File: config.mk
export PLATFORM = sky130hd
export DESIGN_NAME = rv_div_seq
export DESIGN_NICKNAME = d
export VERILOG_FILES = /design/src/rtl/rv_div_seq.sv
export SDC_FILE = /design/constraint.sdc
export NUM_CORES = 1
export LEC_CHECK = 0
export ABC_AREA = 0
export CORE_ASPECT_RATIO = 0.6
export CORE_UTILIZATION = 47
export CTS_BUF_LIST = sky130_fd_sc_hd__clkbuf_2 sky130_fd_sc_hd__clkbuf_4 sky130_fd_sc_hd__clkbuf_8
export CTS_CLUSTER_SIZE = 16
export DETAILED_ROUTE_END_ITERATION = 6
export HOLD_SLACK_MARGIN = 0.06
export PLACE_DENSITY = 0.67
export SLEW_MARGIN = 15
export SYNTH_ARGS = -nofsm -noshare
export SYNTH_HDL_FRONTEND = slang
export SYNTH_SLANG_ARGS = --single-unit
File: constraint.sdc
create_clock -name i_clk -period 5.4 [get_ports i_clk]
set_clock_uncertainty 0.15 [all_clocks]
set_input_delay 1.08 -clock i_clk [delete_from_list [all_inputs] [get_ports i_clk]]
set_output_delay 1.08 -clock i_clk [all_outputs]
set_load 0.02 [all_outputs]
File: src/rtl/rv_div_seq.sv
// rv_div_seq: iterative RV32M DIV/DIVU/REM/REMU unit (radix-2 restoring, one bit per cycle).
// Define RV_DIV_REUSE_EN to keep the last computed operand pair and answer a repeat in one cycle.
module rv_div_seq #(
  parameter int unsigned ITER_BITS = 5
) (
  input  logic        i_clk,
  input  logic        i_reset_n,
  input  logic        i_flush,
  input  logic        i_hold,
  input  logic        i_start,
  input  logic [2:0]  i_funct3,
  input  logic [31:0] i_op1,
  input  logic [31:0] i_op2,
  output logic        o_stall,
  output logic        o_busy,
  output logic        o_valid,
  output logic [31:0] o_result
);

  typedef enum logic [1:0] {StIdle, StCalc, StDone} state_e;

  state_e               state_q, state_d;
  logic [ITER_BITS-1:0] cnt_q, cnt_d;
  logic [31:0]          rem_q, rem_d;
  logic [31:0]          quo_q, quo_d;
  logic [31:0]          dvs_q, dvs_d;
  logic [31:0]          result_q, result_d;
  logic                 neg_quo_q, neg_quo_d;
  logic                 neg_rem_q, neg_rem_d;
  logic                 sel_rem_q, sel_rem_d;

  logic        is_signed, div_zero, overflow;
  logic [31:0] mag1, mag2;
  logic [32:0] shifted, trial;
  logic [31:0] step_rem, step_quo, fin_quo, fin_rem;
  logic        reuse_hit;
  logic [31:0] reuse_res;
  logic        unused_funct3;

  // funct3[2] only distinguishes M-extension ops upstream; i_start already qualifies it.
  assign unused_funct3 = i_funct3[2];

  assign is_signed = ~i_funct3[0];
  assign mag1      = (is_signed && i_op1[31]) ? (~i_op1 + 32'd1) : i_op1;
  assign mag2      = (is_signed && i_op2[31]) ? (~i_op2 + 32'd1) : i_op2;
  assign div_zero  = (i_op2 == '0);
  assign overflow  = is_signed && (i_op1 == 32'h8000_0000) && (i_op2 == 32'hFFFF_FFFF);

  // The stored remainder is always below the divisor, so 32 bits hold it; the trial is 33 bits.
  assign shifted  = {rem_q, quo_q[31]};
  assign trial    = shifted - {1'b0, dvs_q};
  assign step_rem = trial[32] ? shifted[31:0] : trial[31:0];
  assign step_quo = {quo_q[30:0], ~trial[32]};
  assign fin_quo  = neg_quo_q ? (~step_quo + 32'd1) : step_quo;
  assign fin_rem  = neg_rem_q ? (~step_rem + 32'd1) : step_rem;

`ifdef RV_DIV_REUSE_EN
  logic        rc_vld_q, rc_vld_d;
  logic        rc_uns_q, rc_uns_d;
  logic [31:0] rc_op1_q, rc_op1_d, rc_op2_q, rc_op2_d;
  logic [31:0] rc_quo_q, rc_quo_d, rc_rem_q, rc_rem_d;
  logic        lat_uns_q, lat_uns_d;
  logic [31:0] lat_op1_q, lat_op1_d, lat_op2_q, lat_op2_d;

  assign reuse_hit = rc_vld_q && (i_op1 == rc_op1_q) && (i_op2 == rc_op2_q)
                     && (i_funct3[0] == rc_uns_q);
  assign reuse_res = i_funct3[1] ? rc_rem_q : rc_quo_q;
`else
  assign reuse_hit = 1'b0;
  assign reuse_res = '0;
`endif

  always_comb begin
    state_d   = state_q;
    cnt_d     = cnt_q;
    rem_d     = rem_q;
    quo_d     = quo_q;
    dvs_d     = dvs_q;
    result_d  = result_q;
    neg_quo_d = neg_quo_q;
    neg_rem_d = neg_rem_q;
    sel_rem_d = sel_rem_q;
    o_stall   = 1'b0;
`ifdef RV_DIV_REUSE_EN
    rc_vld_d  = rc_vld_q;
    rc_uns_d  = rc_uns_q;
    rc_op1_d  = rc_op1_q;
    rc_op2_d  = rc_op2_q;
    rc_quo_d  = rc_quo_q;
    rc_rem_d  = rc_rem_q;
    lat_uns_d = lat_uns_q;
    lat_op1_d = lat_op1_q;
    lat_op2_d = lat_op2_q;
`endif
    unique case (state_q)
      StIdle: begin
        o_stall = i_start;
        if (i_start && !i_flush) begin
          sel_rem_d = i_funct3[1];
          neg_quo_d = is_signed & (i_op1[31] ^ i_op2[31]);
          neg_rem_d = is_signed & i_op1[31];
          if (div_zero) begin
            result_d = i_funct3[1] ? i_op1 : 32'hFFFF_FFFF;
            state_d  = StDone;
          end else if (overflow) begin
            result_d = i_funct3[1] ? 32'h0000_0000 : 32'h8000_0000;
            state_d  = StDone;
          end else if (reuse_hit) begin
            result_d = reuse_res;
            state_d  = StDone;
          end else begin
            rem_d   = '0;
            quo_d   = mag1;
            dvs_d   = mag2;
            cnt_d   = '1;
            state_d = StCalc;
`ifdef RV_DIV_REUSE_EN
            lat_uns_d = i_funct3[0];
            lat_op1_d = i_op1;
            lat_op2_d = i_op2;
`endif
          end
        end
      end
      StCalc: begin
        o_stall = 1'b1;
        rem_d   = step_rem;
        quo_d   = step_quo;
        cnt_d   = cnt_q - ITER_BITS'(1);
        if (cnt_q == '0 && !i_flush) begin
          result_d = sel_rem_q ? fin_rem : fin_quo;
          state_d  = StDone;
`ifdef RV_DIV_REUSE_EN
          rc_vld_d = 1'b1;
          rc_uns_d = lat_uns_q;
          rc_op1_d = lat_op1_q;
          rc_op2_d = lat_op2_q;
          rc_quo_d = fin_quo;
          rc_rem_d = fin_rem;
`endif
        end
`ifdef RV_DIV_REUSE_EN
        if (i_flush) rc_vld_d = 1'b0;
`endif
      end
      StDone: begin
        if (!i_hold) state_d = StIdle;
      end
      default: state_d = StIdle;
    endcase
    if (i_flush) state_d = StIdle;
  end

  assign o_busy   = (state_q != StIdle);
  assign o_valid  = (state_q == StDone);
  assign o_result = result_q;

  always_ff @(posedge i_clk or negedge i_reset_n) begin
    if (!i_reset_n) begin
      state_q   <= StIdle;
      cnt_q     <= '0;
      rem_q     <= '0;
      quo_q     <= '0;
      dvs_q     <= '0;
      result_q  <= '0;
      neg_quo_q <= 1'b0;
      neg_rem_q <= 1'b0;
      sel_rem_q <= 1'b0;
    end else begin
      state_q   <= state_d;
      cnt_q     <= cnt_d;
      rem_q     <= rem_d;
      quo_q     <= quo_d;
      dvs_q     <= dvs_d;
      result_q  <= result_d;
      neg_quo_q <= neg_quo_d;
      neg_rem_q <= neg_rem_d;
      sel_rem_q <= sel_rem_d;
    end
  end

`ifdef RV_DIV_REUSE_EN
  always_ff @(posedge i_clk or negedge i_reset_n) begin
    if (!i_reset_n) begin
      rc_vld_q  <= 1'b0;
      rc_uns_q  <= 1'b0;
      rc_op1_q  <= '0;
      rc_op2_q  <= '0;
      rc_quo_q  <= '0;
      rc_rem_q  <= '0;
      lat_uns_q <= 1'b0;
      lat_op1_q <= '0;
      lat_op2_q <= '0;
    end else begin
      rc_vld_q  <= rc_vld_d;
      rc_uns_q  <= rc_uns_d;
      rc_op1_q  <= rc_op1_d;
      rc_op2_q  <= rc_op2_d;
      rc_quo_q  <= rc_quo_d;
      rc_rem_q  <= rc_rem_d;
      lat_uns_q <= lat_uns_d;
      lat_op1_q <= lat_op1_d;
      lat_op2_q <= lat_op2_d;
    end
  end
`endif

endmodule

# == Word-level counts from Yosys, hierarchy flattened ==
# Cells that the tools add are included.
# word_totals
reg_bits,138
input_bits,72
out_inout_bits,35
elab_cells,88
# classes
addsub,6
eq_ne,12
n_mux,33
bitwise_logic,11
reduce_logical,17
# op_table
op,n
2-to-1 mux 32 bit,18
one-hot mux 32 bit (2 select lines),3
"adder 32 x 1 -> 32 bit, second input constant",4
inverter 32 bit,4
"== test 32 bit, second input constant",2
subtractor 33 x 32 -> 33 bit,1
zero test 32 bit,1
2-to-1 mux 5 bit,3
2-to-1 mux 2 bit,6
"inequality test 3 bit, second input constant",4
AND reduction 4 bit,3
one-hot mux 5 bit (2 select lines),1
"inequality test 2 bit, second input constant",4
logical AND 1 bit,6
one-hot mux 2 bit (3 select lines),1
zero test 5 bit,1
"subtractor 5 x 1 -> 5 bit, second input constant",1
inverter 1 bit,4
nonzero test 2 bit,2
AND reduction 3 bit,1
AND 1 bit,2
"== test 2 x 1 -> 1 bit, second input constant",1
"== test 2 bit, second input constant",1
zero test 2 bit,1
4 further kinds,4

# == Depth between registers and ports, before layout ==
# depth
ltp_word,8
mapped_depth,22
mapped_depth_nobuf,19

# == Least setup slack after synthesis ==
# No wires, ideal clock.
# synth_path
path_type,flip-flop to flip-flop
startpoint,reg quo_q[31]
endpoint,"reg result_q[30], in the netlist o_result[30]"
setup_ns,0.082
t_arrival_ns,4.568
required_ns,5.168
path_slack_ns,0.601
path_stages_with_launch,21
path_buffers,2
period_less_slack_ns,4.799
cell_sequence,dfrtp_1 -> inv_1 -> ha_1 -> fa_1 -> nand2b_1 -> a21oi_1 -> o211ai_1 -> and3_1 -> a211oi_4 -> nor2_2 -> buf_2 -> buf_1 -> o21ai_0 -> ha_1 -> nand3_1 -> nor4_1 -> a2bb2o_1 -> a22oi_1 -> and3_1 -> o21ai_1 -> a31oi_1
# synth_between
elab_chain_cells,8
elab_cells_between_ends,12
cone_classes,add/sub (3); mux (6); bitwise (3)
# synth_lines
item,line_no,rtl
start: declaration,25,"logic [31:0] quo_q, quo_d;"
start signal: assignment,173,quo_q <= quo_d;
subtractor 33 x 32 -> 33 bit,51,"assign trial = shifted - {1'b0, dvs_q};"
2-to-1 mux 32 bit or inverter 1 bit (tied branches),"52, 53",
"inverter 32 bit, on equally long branches","55, 54",
"adder 32 x 1 -> 32 bit, on equally long branches","55, 54",
"2-to-1 mux 32 bit, on equally long branches","55, 54",
2-to-1 mux 32 bit (*),131,result_d = sel_rem_q ? fin_rem : fin_quo;
2-to-1 mux 32 bit (*),130,if (cnt_q == '0 && !i_flush) begin
one-hot mux 32 bit (2 select lines) (*),95,unique case (state_q)
end signal: assignment,175,result_q <= result_d;
end: declaration,27,"logic [31:0] result_q, result_d;"
# Mark *: on every way between the ends. The rest lies on a longest branch, timed or not. The select of a mux whose other input is x is not followed.
# A chain may end at the register's enable or synchronous reset.

# == Worst setup path in the final report ==
# layout_path
startpoint,reg quo_q[31]
endpoint,"reg result_q[22], in the netlist o_result[22]"
# Same word-level chain as after synthesis.

==> impl_metrics.yaml <==
run_status:
  status: "complete, no violations"
pwr:
  power.density_nw_per_um2: 497
  power_leakage_nw: 5.85
  total_power_mw: 7.12
  irDropWorstVdd_mv: 0.281
logic_synthesis:
  postSynthNetCount: 1727
  synth_ff_type: "dfrtp_1"
  ys.warnings.count: 0
  netlist_area_um2: 12300
  synth_edf_count: 0
  async_reset_ff_frac: 1.00
  ys_types: 90
  seq_area_frac_synth: 0.281
  syn_area_per_cell_um2: 7.60
  syn_inst: 1615
  ys_ff_latch: 138
global_routing:
  grt_max_degree: 78
  grt_pass1_wl_um: 65500
  grt_pass1_vias: 11764
  grt_use_total: 0.313
  grt_overflow: 0
  antenna_found_initial: 0
clocking:
  clk_latency_ns: 0.51
  hold_buffers: 0
  cts_root_buffer: "clkbuf_8"
  cts_tree: "yes"
  htreeDepth: 4
  cts_setup_buffers: 0
  cts_buffers: 17
  cts_buffer_depth: 2
  clkSinkCount: 138
  clk_pin_slew_ns: 0.09
routing:
  drtIter0Drc: 1568
  antenna_left: 0
  dr_total_vias: 12979
  routed_via_density: 6.29
  wirelength_um: 41400
  drt_first_pass_iters: 6
  wl_per_cell_um: 20.1
  drc: 0
placed_design:
  dp_cells: 2032
  hpwl_um: 31600
  place.gp.congestion: 0.967
  place_area_um2: 13800
  portBuffers: 105
worst_hold_path:
  hold_end: "cnt_q[0]"
  worstHoldPathCells: 1
  hp-start: "cnt_q[0]"
  hold_path_class: "reg -> reg"
setup_path:
  crit_fanout: 8
  end_kind: "flip-flop"
  cp.required_ns: 5.69
  rr_worst_depth: 19
  crit_type: "reg -> reg"
  arrival_ns: 5.36
  worst_r2r_endpoint: "o_result[22]"
  crit_path_start_kind: "flip-flop"
  r2r_start: "quo_q[31]"
  rrSetupSlack_ns: 0.33
cells_and_area:
  fin_cells: 2063
  drive_gt1_frac: 0.0766
  antenna_cells: 0
  layout_commonest_cell: "nor2_1"
  fillers: 2481
  final_cell_mix: "nor2_1 (178), o21ai_0 (172), a21oi_1 (157)"
  area_delta_synth_final_pct: 16.7
  fin_nets: 1811
  utilization: 0.563
  stdcell_area_um2: 14300
floorplan:
  fp.dieArea_um2: 26800
  start_util: 0.482
  placementRows: 45
  fp.dieH_um: 127
  core_area_um2: 25400
  die_x_um: 211
  num_io_pins: 107
sta:
  setup-tns-final_ns: 0
  grt_setup_unrepaired: "false"
  period_minus_slack_ns: 5.07
  slew_viol_final: 0
  hold_viol_final: 0
  slew_headroom: 0.254
  max_freq_mhz: 197
  tightestPinTransition_ns: 1.11
  fin_crit_sh: 0.938
  setup_viol: 0
run:
  maxCapViolCount: 0
==> Yosys cell counts, types with 5 or more instances <==
| cell type | count | area share |
|---|---|---|
| or4_1 | 15 | 0.0092 |
| o21a_1 | 9 | 0.0055 |
| buf_2 | 8 | 0.0033 |
| and3_1 | 16 | 0.0082 |
| buf_1 | 9 | 0.0028 |
| nand2_1 | 131 | 0.040 |
| o41ai_1 | 10 | 0.0071 |
| nor2b_1 | 6 | 0.0031 |
| inv_1 | 64 | 0.020 |
| mux2_2 | 6 | 0.0055 |
| and2_1 | 11 | 0.0056 |
| o211ai_1 | 21 | 0.013 |
| nor3_1 | 51 | 0.021 |
| a31oi_1 | 21 | 0.011 |
| a211oi_1 | 14 | 0.0086 |
| a21oi_1 | 158 | 0.064 |
| nor2_1 | 178 | 0.054 |
| o211a_1 | 5 | 0.0041 |
| a21o_1 | 14 | 0.0086 |
| o21ai_1 | 8 | 0.0033 |
| a21boi_0 | 7 | 0.0043 |
| xor2_1 | 62 | 0.044 |
| nand2b_1 | 12 | 0.0061 |
| o21ai_0 | 173 | 0.071 |
| ha_1 | 39 | 0.040 |
| o31ai_1 | 25 | 0.015 |
| buf_4 | 7 | 0.0043 |
| xnor2_1 | 64 | 0.046 |
| a211o_1 | 10 | 0.0071 |
| nor4_1 | 25 | 0.013 |
| mux2i_1 | 27 | 0.022 |
| nand3_1 | 55 | 0.022 |
| clkbuf_1 | 69 | 0.021 |
| dfrtp_1 | 138 | 0.28 |
| nand4_1 | 19 | 0.0097 |
| and4_1 | 8 | 0.0057 |
| or3_1 | 25 | 0.013 |
==> cell type report <==
| class | count | area (um^2) | share of cell area |
|---|---|---|---|
| Clock buffer | 20 | 275 | 0.0192 |
| Clock inverter | 11 | 193 | 0.0134 |
| Timing Repair Buffer | 162 | 1530 | 0.107 |
| Sequential cell | 138 | 3450 | 0.241 |
| Multi-Input combinational cell | 1316 | 8200 | 0.572 |
| Tap cell | 352 | 440 | 0.0307 |
| Inverter | 64 | 240 | 0.0168 |
==> sequential cells by signal, summed over array words and instances, names as in the netlist <==
name       count
sel_rem_q      1
neg_rem_q      1
cnt_q          5
dvs_q         32
state_q        2
rem_q         32
quo_q         32
o_result      32
neg_quo_q      1
==> stage by stage <==
step / setup WS (ns) / hold slack (ns)
finish: 0.332 / 0.319
global route: 0.0278 / 0.356
CTS: 0.248 / 0.323
detailed placement: 0.285 / 0.313
global placement: 0.396 / 0.309
floorplan: 0.601 / 0.287
==> logic make-up (layout without fill, tap and decap cells) <==
family / after synthesis / after routing / synth area share
flip-flops: 138 / 138 / 0.281
AND/OR/NAND/NOR: 579 / 579 / 0.231
multiplexers: 33 / 33 / 0.0275
buffers and inverters: 161 / 257 / 0.0536
AO/OA/AOI/OAI: 538 / 538 / 0.275
XOR/XNOR: 126 / 126 / 0.0899
adder cells (fa/ha/maj): 40 / 40 / 0.0414
==> timing repair <==
| action | in CTS | in global routing |
|---|---|---|
| endpoints found under the setup margin | 0 | 6 |
| hold endpoints to repair | 0 | 0 |
| gates resized for setup | 0 | 4 |
==> worst max-delay path by stage <==
stage / start / endpoint / cells past startpoint
6_report: quo_q[31] / o_result[22] / 19
5_1_grt: quo_q[31] / o_result[22] / 19
4_1_cts: quo_q[31] / o_result[22] / 19
3_5_place_dp: quo_q[31] / o_result[22] / 19
3_3_place_gp: quo_q[31] / o_result[22] / 19
2_1_floorplan: quo_q[31] / o_result[30] / 20
==> routing by layer <==
metal  GRT usage  up-vias  part of all wire
met5           0        -                 0
met3      0.0718       58             0.092
met4      0.0835        0             0.015
met2       0.431      586              0.40
li1            -     6061                 -
met1       0.482     6274              0.49
==> worst max-delay path: stages (launching register included) <==
cell and delay, ns:
dfrtp_1 0.52, inv_1 0.08, ha_1 0.22, fa_1 0.42, nand2b_1 0.19, a21oi_2 0.24
o211ai_1 0.24, and3_1 0.29, a211oi_4 0.30, nor2_4 0.12, o21ai_0 0.29, ha_2 0.28
nand3_1 0.09, nor4_1 0.21, buf_4 0.18, a2bb2o_1 0.31, a22oi_2 0.33, xor2_1 0.21
a21oi_1 0.11, a21oi_1 0.18
==> power breakdown <==
group	total (mW)	internal [mW]	leakage [nW]	switching, mW
Sequential	1.64	1.28	1.70	0.355
Clock	1.05	0.583	0.231	0.468
Combinational	4.43	1.68	3.92	2.75
Total	7.12	3.54	5.85	3.58
Note: power is estimated with default switching activity, not from simulation.
